File: config.mk
export PLATFORM = sky130hd
export DESIGN_NAME = display_scan_mux
export DESIGN_NICKNAME = d
export VERILOG_FILES = /design/src/rtl/display_pkg.sv /design/src/rtl/display_scan_mux_tick_divider.sv /design/src/rtl/display_scan_mux.sv
export SDC_FILE = /design/constraint.sdc
export NUM_CORES = 1
export LEC_CHECK = 0
export ABC_AREA = 0
export BUFFER_PORTS_ARGS = -buffer_cell sky130_fd_sc_hd__buf_2
export CELL_PAD_IN_SITES_DETAIL_PLACEMENT = 2
export CELL_PAD_IN_SITES_GLOBAL_PLACEMENT = 2
export CORE_MARGIN = 3
export CORE_UTILIZATION = 33
export CTS_CLUSTER_SIZE = 8
export DETAILED_ROUTE_END_ITERATION = 12
export PLACE_DENSITY = 0.8
export SLEW_MARGIN = 20
export SYNTH_ARGS = -nofsm -noshare
export SYNTH_HDL_FRONTEND = slang
export SYNTH_HIERARCHICAL = 1
export SYNTH_SLANG_ARGS = --single-unit
File: constraint.sdc
create_clock -name clk -period 2 [get_ports clk]
set_input_delay 0.4 -clock clk [delete_from_list [all_inputs] [get_ports clk]]
set_output_delay 0.4 -clock clk [all_outputs]
set_load 0.02 [all_outputs]
File: src/rtl/display_pkg.sv
// Shared constants and helpers for the multiplexed digit display.
package display_pkg;

    localparam int          BCD_W            = 4;
    localparam int          DEFAULT_N_DIGITS = 4;
    // All digit enables released (active-low); slice to the digit count in use.
    localparam logic [31:0] AN_ALL_OFF       = '1;

    // Width of a slot index; a single-digit display still needs one bit.
    function automatic int slot_w(input int n);
        return (n > 1) ? $clog2(n) : 1;
    endfunction

endpackage

File: src/rtl/display_scan_mux_tick_divider.sv
// Modulo-DIV counter with enable; wrap_o flags the enabled cycle that rolls over.
module tick_divider #(
    parameter int DIV = 4,
    parameter int W   = (DIV > 1) ? $clog2(DIV) : 1
) (
    input  logic         clk,
    input  logic         rst_n,
    input  logic         en_i,
    output logic [W-1:0] cnt_o,
    output logic         wrap_o
);

    localparam logic [W-1:0] LAST = W'(DIV - 1);

    assign wrap_o = en_i && (cnt_o == LAST);

    // Count enabled cycles, returning to zero after DIV of them.
    always_ff @(posedge clk or negedge rst_n) begin
        if (!rst_n)      cnt_o <= '0;
        else if (wrap_o) cnt_o <= '0;
        else if (en_i)   cnt_o <= cnt_o + 1'b1;
    end

endmodule

File: src/rtl/display_scan_mux.sv
// Scans latched BCD digits onto one shared bus with active-low digit enables,
// leading-zero blanking, per-digit blink, decimal points and dead time.
module display_scan_mux
    import display_pkg::*;
#(
    parameter int N_DIGITS    = DEFAULT_N_DIGITS,
    parameter int CLK_DIV     = 1000,
    parameter int DEAD_CYCLES = 1,
    parameter int BLINK_DIV   = 64
) (
    input  logic                          clk,
    input  logic                          rst_n,
    input  logic [BCD_W*N_DIGITS-1:0]     digits_i,
    input  logic [N_DIGITS-1:0]           blink_mask_i,
    input  logic                          lz_blank_i,
    input  logic [N_DIGITS-1:0]           dp_mask_i,
    output logic [BCD_W-1:0]              bcd_o,
    output logic [N_DIGITS-1:0]           an_o,
    output logic                          dp_o,
    output logic [slot_w(N_DIGITS)-1:0]   slot_o,
    output logic                          frame_tick_o
);

    localparam int SW = slot_w(N_DIGITS);
    localparam int DW = (CLK_DIV > 1) ? $clog2(CLK_DIV) : 1;
    localparam int FW = (BLINK_DIV > 1) ? $clog2(BLINK_DIV) : 1;

    localparam logic [SW-1:0] LAST_SLOT = SW'(N_DIGITS - 1);
    localparam logic [DW-1:0] DEAD_END  = DW'(DEAD_CYCLES);

    logic [DW-1:0]                      div_cnt;
    logic                               div_wrap;
    logic [FW-1:0]                      frame_cnt;
    logic                               blink_wrap;
    logic [SW-1:0]                      slot;
    logic                               blink_phase;
    logic                               frame_end;

    logic [N_DIGITS-1:0][BCD_W-1:0]     lat_digits;
    logic [N_DIGITS-1:0]                lat_blink;
    logic                               lat_lz;
    logic [N_DIGITS-1:0]                lat_dp;

    logic                               blanked;
    logic                               lit;

    tick_divider #(.DIV(CLK_DIV), .W(DW)) u_slot_div (
        .clk    (clk),
        .rst_n  (rst_n),
        .en_i   (1'b1),
        .cnt_o  (div_cnt),
        .wrap_o (div_wrap)
    );

    assign frame_end = div_wrap && (slot == LAST_SLOT);

    // Blink half-period counted in whole frames.
    tick_divider #(.DIV(BLINK_DIV), .W(FW)) u_frame_div (
        .clk    (clk),
        .rst_n  (rst_n),
        .en_i   (frame_end),
        .cnt_o  (frame_cnt),
        .wrap_o (blink_wrap)
    );

    // Slot advance, blink toggle, and frame-coherent input capture.
    always_ff @(posedge clk or negedge rst_n) begin
        if (!rst_n) begin
            slot        <= '0;
            blink_phase <= 1'b0;
            lat_digits  <= '0;
            lat_blink   <= '0;
            lat_lz      <= 1'b0;
            lat_dp      <= '0;
        end else begin
            if (div_wrap)   slot <= (slot == LAST_SLOT) ? '0 : slot + 1'b1;
            if (blink_wrap) blink_phase <= ~blink_phase;
            if (frame_end) begin
                lat_digits <= digits_i;
                lat_blink  <= blink_mask_i;
                lat_lz     <= lz_blank_i;
                lat_dp     <= dp_mask_i;
            end
        end
    end

    // Output decode from registered state. rst_n gates the enables so the
    // display goes dark the instant reset asserts, even with zero dead time.
    always_comb begin
        blanked = (lat_blink[slot] && blink_phase) ||
                  ((slot == LAST_SLOT) && lat_lz && (lat_digits[N_DIGITS-1] == '0));
        lit     = rst_n && (div_cnt >= DEAD_END) && !blanked;

        an_o = AN_ALL_OFF[N_DIGITS-1:0];
        if (lit) an_o[slot] = 1'b0;

        dp_o         = !(lit && lat_dp[slot]);
        bcd_o        = lat_digits[slot];
        slot_o       = slot;
        frame_tick_o = frame_end;
    end

endmodule
==> results_dict.tcl, run 1 <==
set metrics [dict create \
    cap_violations 0 \
    worst-r2r-setup-slack_ns 0.09 \
    maxSlewViolCount 0 \
    grt_max_degree 45 \
    clk_pin_slew_ns 0.09 \
    relSlewSlack_pct 61.6 \
    first_global_vias 1875 \
    start_util_pct 35.2 \
    fmax_mhz 479 \
    critPathSlowestCell "dfrtp_2" \
    p_leak_uw 0.00134 \
    postRouteAntennaNets 0 \
    syn_inst 168 \
    drt_iter0_drc 66 \
    final.setup.worst_slack_ns -0.0883 \
    hold_viol_final 0 \
    wl_per_cell_um 20.0 \
    design_area_um2 2790 \
    grt_overflow 0 \
    io_pins 39 \
    syn_area_um2 2150 \
    tightest_slew_ns 0.576 \
    crit_required_ns 1.60 \
    period_share_pct 104 \
    core_area_um2 6100 \
    cp-end-kind "output port" \
    startpoint_type "flip-flop" \
    crit_start "slot_o[0]$_DFFE_PN0P_" \
    grt_pass1_wl_um 9780 \
    pre_cts_slack_ns 0.111 \
    hp-class "in2async" \
    antenna_found_initial 0 \
    portBuffers 38 \
    rows 28 \
    placement.cell_area_um2 2550 \
    crit_arrival_ns 1.69 \
    tns_ns -0.404 \
    routabilityCongestion 0.774 \
    dp_hpwl_um 4170 \
    critPathMaxStageDelay_ns 0.49 \
    cts_buffer_depth 2 \
    grt_usage_pct 17.0 \
    insertedDiodeCount 0 \
    ys_seq_area_share_pct 51.3 \
    cts_buffers 5 \
    timing.rr.start "u_slot_div/cnt_o[7]$_DFFE_PN0P_" \
    area_growth_pct 29.8 \
    min_period_ns 2.09 \
    drive_gt1_share_pct 48.7 \
    ir_drop_mv 0.337 \
    clk_latency_ns 0.30 \
    htreeDepth 2 \
    clock_sinks 44 \
    power_density_nw_per_um2 691 \
    violations "setup timing" \
    ys.warnings.count 6 \
    ys_ff_latch 44 \
    clock-skew-final_ns 0.00865 \
    finalSetupViolations 7 \
    vias 1602 \
    ys_types 37 \
    dp.cells 297 \
    crit_chain "ha_4 -> and2_1 -> a32oi_4 -> nand4_1 -> buf_6" \
    die_x_um 86.7 \
    cts_tree "yes" \
    status "finished with violations" \
    clockRootBuffer "clkbuf_8" \
    fin_cells 311 \
    drc 0 \
    crit_path_max_fanout 5 \
    layout.nets 268 \
    rsz0062_at_grt "yes" \
    critical_path_class "reg2out" \
    vias_per_cell 5.15 \
    dr.pass1.iters 4 \
    synth.avg_cell_area_um2 12.8 \
    die_h_um 86.7 \
    fin_util_pct 45.7 \
    wirelength_um 6210 \
    dieArea_um2 7510 \
]
## worst max-delay path: cells and delay by family (launching register included)
family / cells / cell delay (ns)
AO/OA/AOI/OAI: 1 / 0.25
adder cells (fa/ha/maj): 1 / 0.19
buffers and inverters: 1 / 0.15
flip-flops: 1 / 0.49
AND/OR/NAND/NOR: 2 / 0.31
## worst paths after layout
| kind | cells past startpoint | end |
|---|---|---|
| max in group asynchronous | 2 | slot_o[0]$_DFFE_PN0P_ |
| min reg2reg | 1 | u_frame_div/cnt_o[5]$_DFFE_PN0P_ |
| min | 2 | u_slot_div/cnt_o[2]$_DFFE_PN0P_ |
| max reg2reg | 8 | blink_phase$_DFFE_PN0P_ |
| max | 5 | an_o[3] |
| min in group clk | 2 | lat_blink[0]$_DFFE_PN0P_ |
## power breakdown
group | internal, uW | switching [uW]
clock | 280 | 317
combinational | 151 | 175
sequential | 939 | 63.8
## repair_timing
| action | CTS | global route |
|---|---|---|
| hold buffers | 0 | 0 |
| pin swaps | 4 | 4 |
| gates resized for setup | 23 | 11 |
| endpoints found under the setup margin | 10 | 10 |
| setup buffers | 4 | 3 |
## final cells by class
cell class | instances | area, um^2
timing repair buffer | 58 | 382
tap | 75 | 93.8
multi-input combinational | 122 | 1090
sequential | 44 | 1100
inverter | 4 | 18.8
clock buffer | 6 | 82.6
clock inverter | 2 | 15.0
fill | 633 | 3310
## cell usage after synthesis, drive strengths merged
library cell   n  share of area [%]
nand3          1               0.23
nor3b          1               0.35
mux2          27                 14
and2           1               0.29
or3            1               0.29
or4            2               0.70
a32oi          2                1.2
mux2i          1               0.47
inv            4               0.70
nand2         15                2.7
conb           1               0.17
nand4         10                3.5
or2b           1               0.35
nor4           4                1.2
a21oi          4               0.93
o22ai          1               0.29
and4           2               0.82
o22a           2               0.82
o2bb2a         1               0.47
nand2b         1               0.29
nor2           8                1.5
ha             6                3.5
mux4           5                6.1
o21ai          5                1.2
o31ai          3                1.0
xor2           3                1.2
xnor2          5                2.0
buf            5                1.5
o21a           1               0.35
dfrtp         44                 51
and3           1               0.29
## flip-flops by register name, summed over array words and instances, names as in the netlist
name and count:
u_frame_div/cnt_o 6, lat_digits 16, u_slot_div/cnt_o 10, slot_o 2, blink_phase 1, lat_blink 4, lat_dp 4, lat_lz 1
## cell usage in the layout (no fill, tap or decap), types with 5 or more instances in the layout
master	instances
buf_6	7
dfrtp_1	41
clkbuf_8	6
o21ai_0	5
nand2_1	14
mux2_2	26
conb_1	8
buf_2	32
nand4_1	8
xnor2_1	5
buf_4	19
nor2_1	7
## per-stage QoR
step / total power (uW) / hold slack, ns
final: 1930 / 0.224
after global routing: 2040 / 0.256
after CTS: 1910 / 0.244
after detailed placement: 1300 / 0.491
after global placement: 1280 / 0.474
after floorplan: 1140 / 0.104
## routing by layer
metal	wire [um]	up-vias	track usage (%)	share of wire (%)
li1	-	742	-	-
met1	2750	828	21.5	44
met2	3260	28	29.1	52
met3	150	4	3.42	2.4
met4	57	0	5.52	0.92
met5	0	-	0	0
## cell families (layout without fill, tap and decap cells)
| logic type | after synthesis | after routing | synth area share, % |
|---|---|---|---|
| other | 1 | 8 | 0.175 |
| AO/OA/AOI/OAI | 19 | 19 | 6.23 |
| multiplexers | 33 | 33 | 20.9 |
| adder cells (fa/ha/maj) | 6 | 6 | 3.49 |
| flip-flops | 44 | 44 | 51.3 |
| AND/OR/NAND/NOR | 48 | 48 | 12.5 |
| XOR/XNOR | 8 | 8 | 3.26 |
| buffers and inverters | 9 | 70 | 2.15 |
No activity file was read; power rests on OpenSTA's default activity.
==> run 2: changes to the inputs <==
--- a/config.mk
+++ b/config.mk
@@ -10,10 +10,11 @@
 export CELL_PAD_IN_SITES_DETAIL_PLACEMENT = 2
 export CELL_PAD_IN_SITES_GLOBAL_PLACEMENT = 2
 export CORE_MARGIN = 3
-export CORE_UTILIZATION = 33
+export CORE_UTILIZATION = 25
 export CTS_CLUSTER_SIZE = 8
 export DETAILED_ROUTE_END_ITERATION = 12
-export PLACE_DENSITY = 0.8
+export GPL_ROUTABILITY_DRIVEN = 0
+export PLACE_DENSITY = 0.65
 export SLEW_MARGIN = 20
 export SYNTH_ARGS = -nofsm -noshare
 export SYNTH_HDL_FRONTEND = slang
==> results_dict.tcl, run 2 (synthesis gave the netlist of run 1 again) <==
set metrics [dict create \
    tightest_slew_ns 0.573 \
    fmax_mhz 479 \
    hold_ws_ns 0.211 \
    dp_hpwl_um 3980 \
    relSlewSlack_pct 61.8 \
    area_growth_pct 30.8 \
    layout_commonest_cell "dfrtp_1" \
    maxSlewViolCount 0 \
    antenna_found_initial 0 \
    cts_buffer_depth 2 \
    die_x_um 98.7 \
    grt_usage_pct 12.2 \
    wl_per_cell_um 16.2 \
    layout.nets 266 \
    critPathSlowestCell "dfrtp_2" \
    clockRootBuffer "clkbuf_8" \
    clock-skew-final_ns 0.00628 \
    holdBufCountCts 0 \
    drive_gt1_share_pct 46.6 \
    clk_latency_ns 0.30 \
    multi_input_area_um2 1100 \
    intPower_uw 1470 \
    rows 33 \
    cts_tree "yes" \
    status "finished with violations" \
    vias_per_cell 4.77 \
    dieArea_um2 9740 \
    critical_path_class "reg2out" \
    crit_path_max_fanout 5 \
    largest_reg_flops 16 \
    insertedDiodeCount 0 \
    p_clk_share_pct 34.8 \
    power_frac_comb_pct 16.1 \
    crit_chain "mux2_4 -> a32oi_4 -> nand4_1 -> buf_4" \
    critPathMaxStageDelay_ns 0.44 \
    design_area_um2 2810 \
    drt_iter0_drc 30 \
    startpoint_type "flip-flop" \
    reg_top3 "lat_digits x16, u_slot_div/cnt_o x10, u_frame_div/cnt_o x6" \
    violations "setup timing" \
    clock_sinks 44 \
    swShare_pct 27.7 \
    cp-end-kind "output port" \
    final.setup.worst_slack_ns -0.0882 \
    ir_drop_mv 0.342 \
    period_share_pct 104 \
    die_h_um 98.7 \
    pre_cts_slack_ns 0.142 \
    grt_max_degree 45 \
    min_period_ns 2.09 \
    clk_pin_slew_ns 0.09 \
    wirelength_um 5480 \
    portBuffers 38 \
    critPathBufInv 1 \
    dr.pass1.iters 4 \
    crit_start "slot_o[1]$_DFFE_PN0P_" \
    rsz0062_at_grt "yes" \
    most-common-layout-cells "41 x dfrtp_1, 35 x buf_2, 26 x mux2_2" \
    postRouteAntennaNets 0 \
    tns_ns -0.491 \
    io_pins 39 \
    timing.rr.start "u_slot_div/cnt_o[0]$_DFFE_PN0P_" \
    core_area_um2 8300 \
    seq_area_um2 1100 \
    cap_violations 0 \
    crit_family "flip-flops" \
    vias 1618 \
    start_util_pct 25.9 \
    cts_buffers 5 \
    fin_util_pct 33.9 \
    placement.cell_area_um2 2590 \
    crit_required_ns 1.60 \
    finalSetupViolations 9 \
    grt_pass1_wl_um 9290 \
    htreeDepth 2 \
    grt_overflow 0 \
    p_leak_uw 0.00138 \
    fillers 881 \
    drc 0 \
    hp-class "in2async" \
    pwr-share-seq_pct 49.1 \
    hold_viol_final 0 \
    first_global_vias 1840 \
    power_density_nw_per_um2 724 \
    crit_arrival_ns 1.69 \
    p_switching_uw 564 \
    largest_register "lat_digits" \
]
[run 2: layer usage]
metal	vias to the layer above	track usage, %	routed length, um
met2	31	21.0	2810
met4	0	5.04	100
met1	835	14.7	2380
met5	-	0	0
li1	743	-	-
met3	9	2.69	189
[run 2: power by group through the flow]
stage | Combinational [uW] | Clock (uW) | Sequential [uW]
after global routing | 368 | 781 | 1010
after CTS | 308 | 745 | 994
final | 327 | 707 | 1000
after detailed placement | 282 | 0 | 1010
after global placement | 273 | 0 | 1010
after floorplan | 124 | 0 | 1020
[run 2: layout make-up]
cell class	instances	area share [%]
sequential	44	39.3
clock buffer	5	2.45
timing repair buffer	56	12.1
tap	105	4.67
inverter	4	0.668
clock inverter	3	1.65
multi-input combinational	122	39.1
[run 2: what timing repair did]
action                                  CTS  global route
endpoints found under the setup margin   10            13
cloned                                    0             0
gates resized for setup                   8            11
buffers inserted                          2             2
pin swaps                                 8             4
[run 2: final timing paths]
path                                                          to  cells after the start  slack [ns]
worst max-delay path                                        dp_o                      4       -0.09
worst min-delay path                  lat_digits[12]$_DFFE_PN0P_                      2        0.21
worst max register to register           blink_phase$_DFFE_PN0P_                      9        0.15
worst min register to register  u_frame_div/cnt_o[5]$_DFFE_PN0P_                      1        0.50
max in group asynchronous                  slot_o[1]$_DFFE_PN0P_                      2        1.36
min in group clk                       lat_digits[5]$_DFFE_PN0P_                      2        0.32
[run 2: through the flow]
step | power [uW] | std cells
floorplan | 1140 | 175
global placement | 1280 | 327
detailed placement | 1290 | 327
CTS | 2050 | 337
global route | 2160 | 339
finish | 2030 | 339
